<file path="src/rtl/inst_fetch_unit_if.sv">
// Fetch-side bus: ROM port, fetch/redirect control and IF/ID handshake.
interface inst_fetch_unit_if;
  localparam int unsigned AW = 6;
  localparam int unsigned IW = 32;

  logic [AW-1:0] rom_addr;
  logic [IW-1:0] rom_inst;
  logic          fetch_en;
  logic          redirect_valid;
  logic [AW-1:0] redirect_pc;
  logic          id_ready;
  logic          if_valid;
  logic [IW-1:0] if_inst;
  logic [AW-1:0] if_pc;

  // Fetch unit side: drives the ROM address and the IF/ID payload.
  modport master (
    output rom_addr,
    input  rom_inst,
    input  fetch_en,
    input  redirect_valid,
    input  redirect_pc,
    input  id_ready,
    output if_valid,
    output if_inst,
    output if_pc
  );

  // Environment side: ROM, execute-stage redirect and decode.
  modport slave (
    input  rom_addr,
    output rom_inst,
    output fetch_en,
    output redirect_valid,
    output redirect_pc,
    output id_ready,
    input  if_valid,
    input  if_inst,
    input  if_pc
  );
endinterface

</file>
<file path="src/rtl/inst_fetch_unit.sv">
// Instruction fetch: PC, local jump resolution, 2-entry prefetch queue
// presented to decode through a valid/ready handshake.
module inst_fetch_unit #(
  parameter logic [5:0] RESET_PC    = 6'h01,
  parameter logic [5:0] JUMP_OPCODE = 6'b010010
) (
  input  logic              clk,
  input  logic              rst_n,
  inst_fetch_unit_if.master bus
);
  localparam int unsigned AW    = 6;
  localparam int unsigned IW    = 32;
  localparam int unsigned DEPTH = 2;
  localparam int unsigned CW    = 2;

  logic [AW-1:0] pc_q, pc_d;
  logic [CW-1:0] cnt_q, cnt_d;
  logic          rd_q, rd_d;
  logic          wr_q, wr_d;
  logic [AW-1:0] qpc_q   [DEPTH];
  logic [IW-1:0] qinst_q [DEPTH];

  logic pop_c;
  logic push_c;
  logic is_jump_c;
  logic head_valid_c;

  // Handshake qualifiers; redirect suppresses the push and flushes the queue.
  always_comb begin
    head_valid_c = (cnt_q != CW'(0));
    pop_c        = head_valid_c & bus.id_ready;
    push_c       = bus.fetch_en & ~bus.redirect_valid &
                   ((cnt_q < CW'(DEPTH)) | pop_c);
    is_jump_c    = (bus.rom_inst[31:26] == JUMP_OPCODE);
  end

  // Next-state for PC, occupancy and pointers.
  always_comb begin
    pc_d  = pc_q;
    cnt_d = cnt_q;
    rd_d  = rd_q;
    wr_d  = wr_q;
    if (bus.redirect_valid) begin
      pc_d  = bus.redirect_pc;
      cnt_d = '0;
      rd_d  = 1'b0;
      wr_d  = 1'b0;
    end else begin
      if (push_c) begin
        pc_d = is_jump_c ? bus.rom_inst[AW-1:0] : pc_q + AW'(1);
        wr_d = ~wr_q;
      end
      if (pop_c) begin
        rd_d = ~rd_q;
      end
      case ({push_c, pop_c})
        2'b10:   cnt_d = cnt_q + CW'(1);
        2'b01:   cnt_d = cnt_q - CW'(1);
        default: cnt_d = cnt_q;
      endcase
    end
  end

  // Control registers.
  always_ff @(posedge clk or negedge rst_n) begin
    if (!rst_n) begin
      pc_q  <= RESET_PC;
      cnt_q <= '0;
      rd_q  <= 1'b0;
      wr_q  <= 1'b0;
    end else begin
      pc_q  <= pc_d;
      cnt_q <= cnt_d;
      rd_q  <= rd_d;
      wr_q  <= wr_d;
    end
  end

  // Queue storage: the fetched word is written at the tail together with its PC.
  always_ff @(posedge clk or negedge rst_n) begin
    if (!rst_n) begin
      for (int i = 0; i < int'(DEPTH); i++) begin
        qpc_q[i]   <= '0;
        qinst_q[i] <= '0;
      end
    end else if (push_c) begin
      qpc_q[wr_q]   <= pc_q;
      qinst_q[wr_q] <= bus.rom_inst;
    end
  end

  // Outputs derive from registered state only; payload reads zero when empty.
  assign bus.rom_addr = pc_q;
  assign bus.if_valid = head_valid_c;
  assign bus.if_inst  = head_valid_c ? qinst_q[rd_q] : '0;
  assign bus.if_pc    = head_valid_c ? qpc_q[rd_q]   : '0;

endmodule

</file>
<file path="src/flat_wrapper.sv">
// flat-port wrapper written by rule: the top's interface ports become plain ports
module inst_fetch_unit_flat 
#(
  parameter logic [5:0] RESET_PC    = 6'h01,
  parameter logic [5:0] JUMP_OPCODE = 6'b010010
)
  (clk, rst_n, bus_rom_addr, bus_rom_inst, bus_fetch_en, bus_redirect_valid, bus_redirect_pc, bus_id_ready, bus_if_valid, bus_if_inst, bus_if_pc);
  inst_fetch_unit_if bus_i ();
  input  logic clk;
  input  logic rst_n;
  output wire logic [$bits(bus_i.rom_addr)-1:0] bus_rom_addr;
  input wire logic [$bits(bus_i.rom_inst)-1:0] bus_rom_inst;
  input wire logic [$bits(bus_i.fetch_en)-1:0] bus_fetch_en;
  input wire logic [$bits(bus_i.redirect_valid)-1:0] bus_redirect_valid;
  input wire logic [$bits(bus_i.redirect_pc)-1:0] bus_redirect_pc;
  input wire logic [$bits(bus_i.id_ready)-1:0] bus_id_ready;
  output wire logic [$bits(bus_i.if_valid)-1:0] bus_if_valid;
  output wire logic [$bits(bus_i.if_inst)-1:0] bus_if_inst;
  output wire logic [$bits(bus_i.if_pc)-1:0] bus_if_pc;
  assign bus_rom_addr = bus_i.rom_addr;
  assign bus_i.rom_inst = bus_rom_inst;
  assign bus_i.fetch_en = bus_fetch_en;
  assign bus_i.redirect_valid = bus_redirect_valid;
  assign bus_i.redirect_pc = bus_redirect_pc;
  assign bus_i.id_ready = bus_id_ready;
  assign bus_if_valid = bus_i.if_valid;
  assign bus_if_inst = bus_i.if_inst;
  assign bus_if_pc = bus_i.if_pc;
  inst_fetch_unit #(.RESET_PC(RESET_PC), .JUMP_OPCODE(JUMP_OPCODE)) u_core (.clk(clk), .rst_n(rst_n), .bus(bus_i));
endmodule
</file>
<file path="config.mk">
export PLATFORM = sky130hd
export DESIGN_NAME = inst_fetch_unit_flat
export DESIGN_NICKNAME = d
export VERILOG_FILES = /design/src/rtl/inst_fetch_unit_if.sv /design/src/rtl/inst_fetch_unit.sv /design/src/flat_wrapper.sv
export SDC_FILE = /design/constraint.sdc
export NUM_CORES = 1
export LEC_CHECK = 0
export CAP_MARGIN = 0
export CORE_MARGIN = 8
export CORE_UTILIZATION = 51
export CTS_CLUSTER_SIZE = 40
export DETAILED_ROUTE_END_ITERATION = 10
export PLACE_DENSITY = 0.8
export SETUP_SLACK_MARGIN = 0.4
export SLEW_MARGIN = 20
export SYNTH_ARGS = -nofsm -noshare
export SYNTH_HDL_FRONTEND = slang
export SYNTH_SLANG_ARGS = --single-unit
</file>
<file path="constraint.sdc">
create_clock -name clk -period 1.9 [get_ports clk]
set_input_delay 0.38 -clock clk [delete_from_list [all_inputs] [get_ports clk]]
set_output_delay 0.38 -clock clk [all_outputs]
set_load 0.01 [all_outputs]
</file>
==> flow_summary.toml <==
[power_and_ir_drop]
seqPwrFrac_pct = 45.9
total_power_mw = 5.83
power_leakage_nw = 3.00
power-per-cell-area_nw_per_um2 = 939
internal-power_mw = 4.04
power_frac_comb_pct = 33.9
pwr-share-clk_pct = 20.2
swShare_pct = 30.8
peakVddDrop_mv = 0.586
p_switching_mw = 1.80

[setup_path]
rrSetupSlack_ns = 0.04
critical_path_class = "register to output port"
end_kind = "output port"
reg2reg_from = "u_core.cnt_q[1]"
required_ns = 1.52
critPathSlowestCell = "dfrtp_2"
slowest_delay_ns = 0.46
critical_path_arrival_ns = 1.57
path_cells = "buf_6, buf_12, mux2i_1, nor2_1, buf_2"
r2r_end = "u_core.qinst_q[0]"
crit_fanout = 7
crit_path_start_kind = "register"
ff2ff_path_depth = 7

[sta]
worst_hold_slack_ns = 0.421
setup_ws_ns = -0.0526
hold_viol_final = 0
slew_headroom_pct = 69.9
period_share_pct = 103
finalClockSkew_ns = 0.00719
max_freq_mhz = 512
finalSetupTns_ns = -0.0893
rsz0062_at_grt = "true"
min_period_ns = 1.95
tightest_slew_ns = 0.451
drv_slew = 0
setup_viol = 5

[cts]
clkTransAtPathRegs_ns = 0.09
clockBufferDepth = 2
clkLatencyLatePin_ns = 0.36
cts_tree = "done"
htree_levels = 3
numCtsBuffers = 9
cts_sinks = 86
clock_tree.root_cell = "clkbuf_8"

[finish]
layout_common_cells = "dfrtp_1, mux2_4, mux2i_1"
final_layout_size_suffix_gt1_share_pct = 47.9
final_common_cell = "dfrtp_1"
diodes = 0
area_delta_synth_final_pct = 50.8
nets = 511

[floorplan]
die_y_um = 106
rows = 32
die_area_um2 = 11200
die_w_um = 106
boundaryPins = 88
core_area_um2 = 7770
start_util_pct = 53.0

[hold_path]
hold_class = "input pin to register"
min_from = "bus_rom_inst[27]"
hold_end = "u_core.qinst_q[59]"
min_delay_path_depth = 3

[global_route]
grt-ovfl-total = 0
grt_pass1_wl_um = 18900
grt_max_degree = 35
antenna_found_initial = 0
grt_pass1_vias = 3420
globalRouteTotalUtil_pct = 21.3

[route]
routed_wl_um = 12900
wire_per_inst_um = 22.5
drc = 0
vias = 3228
viasPerCell = 5.62
postRouteAntennaNets = 0
first_pass_iters = 4
drt_iter0_drc = 136

[synth]
ys_types = 39
ys_ff_latch = 86
synth_ff_type = "dfrtp_1"
syn_area_um2 = 4120
yosysWarnings = 0
avgSynthCellArea_um2 = 12.9
synth_top_area_cell = "dfrtp_1"
synth.area.top_cells = "dfrtp_1, mux2_2, mux2i_1, mux2_4, mux2_1"
ys_seq_area_share_pct = 52.3
async_flop_share_pct = 100
synthCells = 319
synth_edf_count = 0
synth_top_area_share_pct = 51.6
syn_nets = 363

[placement]
dpl.hpwl_um = 6700
portBuffers = 87
routabilityCongestion = 0.835
dp_slack_ns = -0.189

[status]
violations = "setup timing"
outcome = "finished with violations"

[run]
cap_violations = 0
==> power by group through the flow <==
stage / clock network (mW) / logic [mW] / registers [mW]
after floorplan: 0 / 1.05 / 2.57
after global placement: 0 / 1.58 / 2.62
after detailed placement: 0 / 1.63 / 2.65
after CTS: 1.16 / 1.74 / 2.61
after global routing: 1.26 / 2.12 / 2.71
final: 1.18 / 1.98 / 2.68
==> sequential cells by signal, indices dropped and copies added (netlist names) <==
name,count
u_core.wr_q,1
u_core.qpc_q,12
u_core.bus.rom_addr,6
u_core.cnt_q,2
u_core.qinst_q,64
u_core.rd_q,1
==> how the worst max path moves through the flow <==
| stage | startpoint | to | slack, ns | cells after the start |
|---|---|---|---|---|
| final | u_core.rd_q | bus_if_inst[15] | -0.05 | 5 |
| after floorplan | bus_redirect_valid | u_core.qinst_q[16] | 0.33 | 6 |
| after global placement | bus_id_ready | u_core.qinst_q[58] | -0.17 | 6 |
| after global routing | u_core.rd_q | bus_if_inst[15] | -0.08 | 5 |
| after detailed placement | bus_id_ready | u_core.qinst_q[49] | -0.19 | 6 |
| after CTS | u_core.rd_q | bus_if_inst[20] | 0.02 | 5 |
==> per-stage QoR <==
stage          instance area (um^2)  util (%)  cells
3_5_place_dp                   5350      68.8    516
2_1_floorplan                  4250         -    319
5_1_grt                        6210      80.0    574
4_1_cts                        5900      75.9    563
3_3_place_gp                   5350      68.8    516
6_report                       6210      80.0    574
==> repair_timing <==
| item | CTS | global route |
|---|---|---|
| gates cloned | 9 | 1 |
| pin swaps | 8 | 21 |
| hold buffers | 1 | 0 |
| gates resized for setup | 208 | 50 |
| setup endpoints to repair | 126 | 125 |
| endpoints found under the hold margin | 30 | 0 |
| buffers inserted | 21 | 10 |
==> synthesized netlist by cell type, types with 2 or more instances <==
cell type  number
nor2_1         41
mux2i_1        43
mux2_4         20
buf_4           3
xnor2_1         3
inv_1           3
o21ai_0         5
a211oi_1        2
buf_2           5
xor2_1          2
nand2b_1        2
inv_2           2
clkbuf_1        6
nand2_1         8
a21oi_1         3
mux2_2         41
nor2b_1         3
dfrtp_1        85
nand3_1         2
mux2_1         15
or3_1           2
buf_6           3
buf_1           2
nor3_1          3
==> critical path, delay by kind of cell (launching register included) <==
family | cells | cell delay (ns)
DFF | 1 | 0.46
muxes | 1 | 0.13
and+or+nand+nor | 1 | 0.18
buffers and inverters | 3 | 0.46
==> metal layers <==
metal | GRT usage, % | share of wire [%] | up-vias
met5 | 0 | 0 | -
met3 | 5.60 | 6.5 | 32
met1 | 26.2 | 41 | 1654
li1 | - | - | 1410
met2 | 35.7 | 50 | 132
met4 | 7.04 | 2.7 | 0
==> cell type report <==
class	count	area, um^2
fill	422	1550
sequential	86	2160
tap	102	128
multi-input combinational	209	2100
clock buffer	9	124
timing repair buffer	156	1630
clock inverter	7	47.5
inverter	5	21.3
==> cells by family after synthesis <==
family,Yosys count,share of synthesized area (%)
AOI/OAI and AO/OA,17,2.92
xor gates and xnor gates,5,1.06
adders and majority gates,1,0.304
buffers and inverters,24,3.16
DFF,86,52.3
muxes,119,33.0
and+or+nand+nor,67,7.26
No activity file was read; power rests on OpenSTA's default activity.
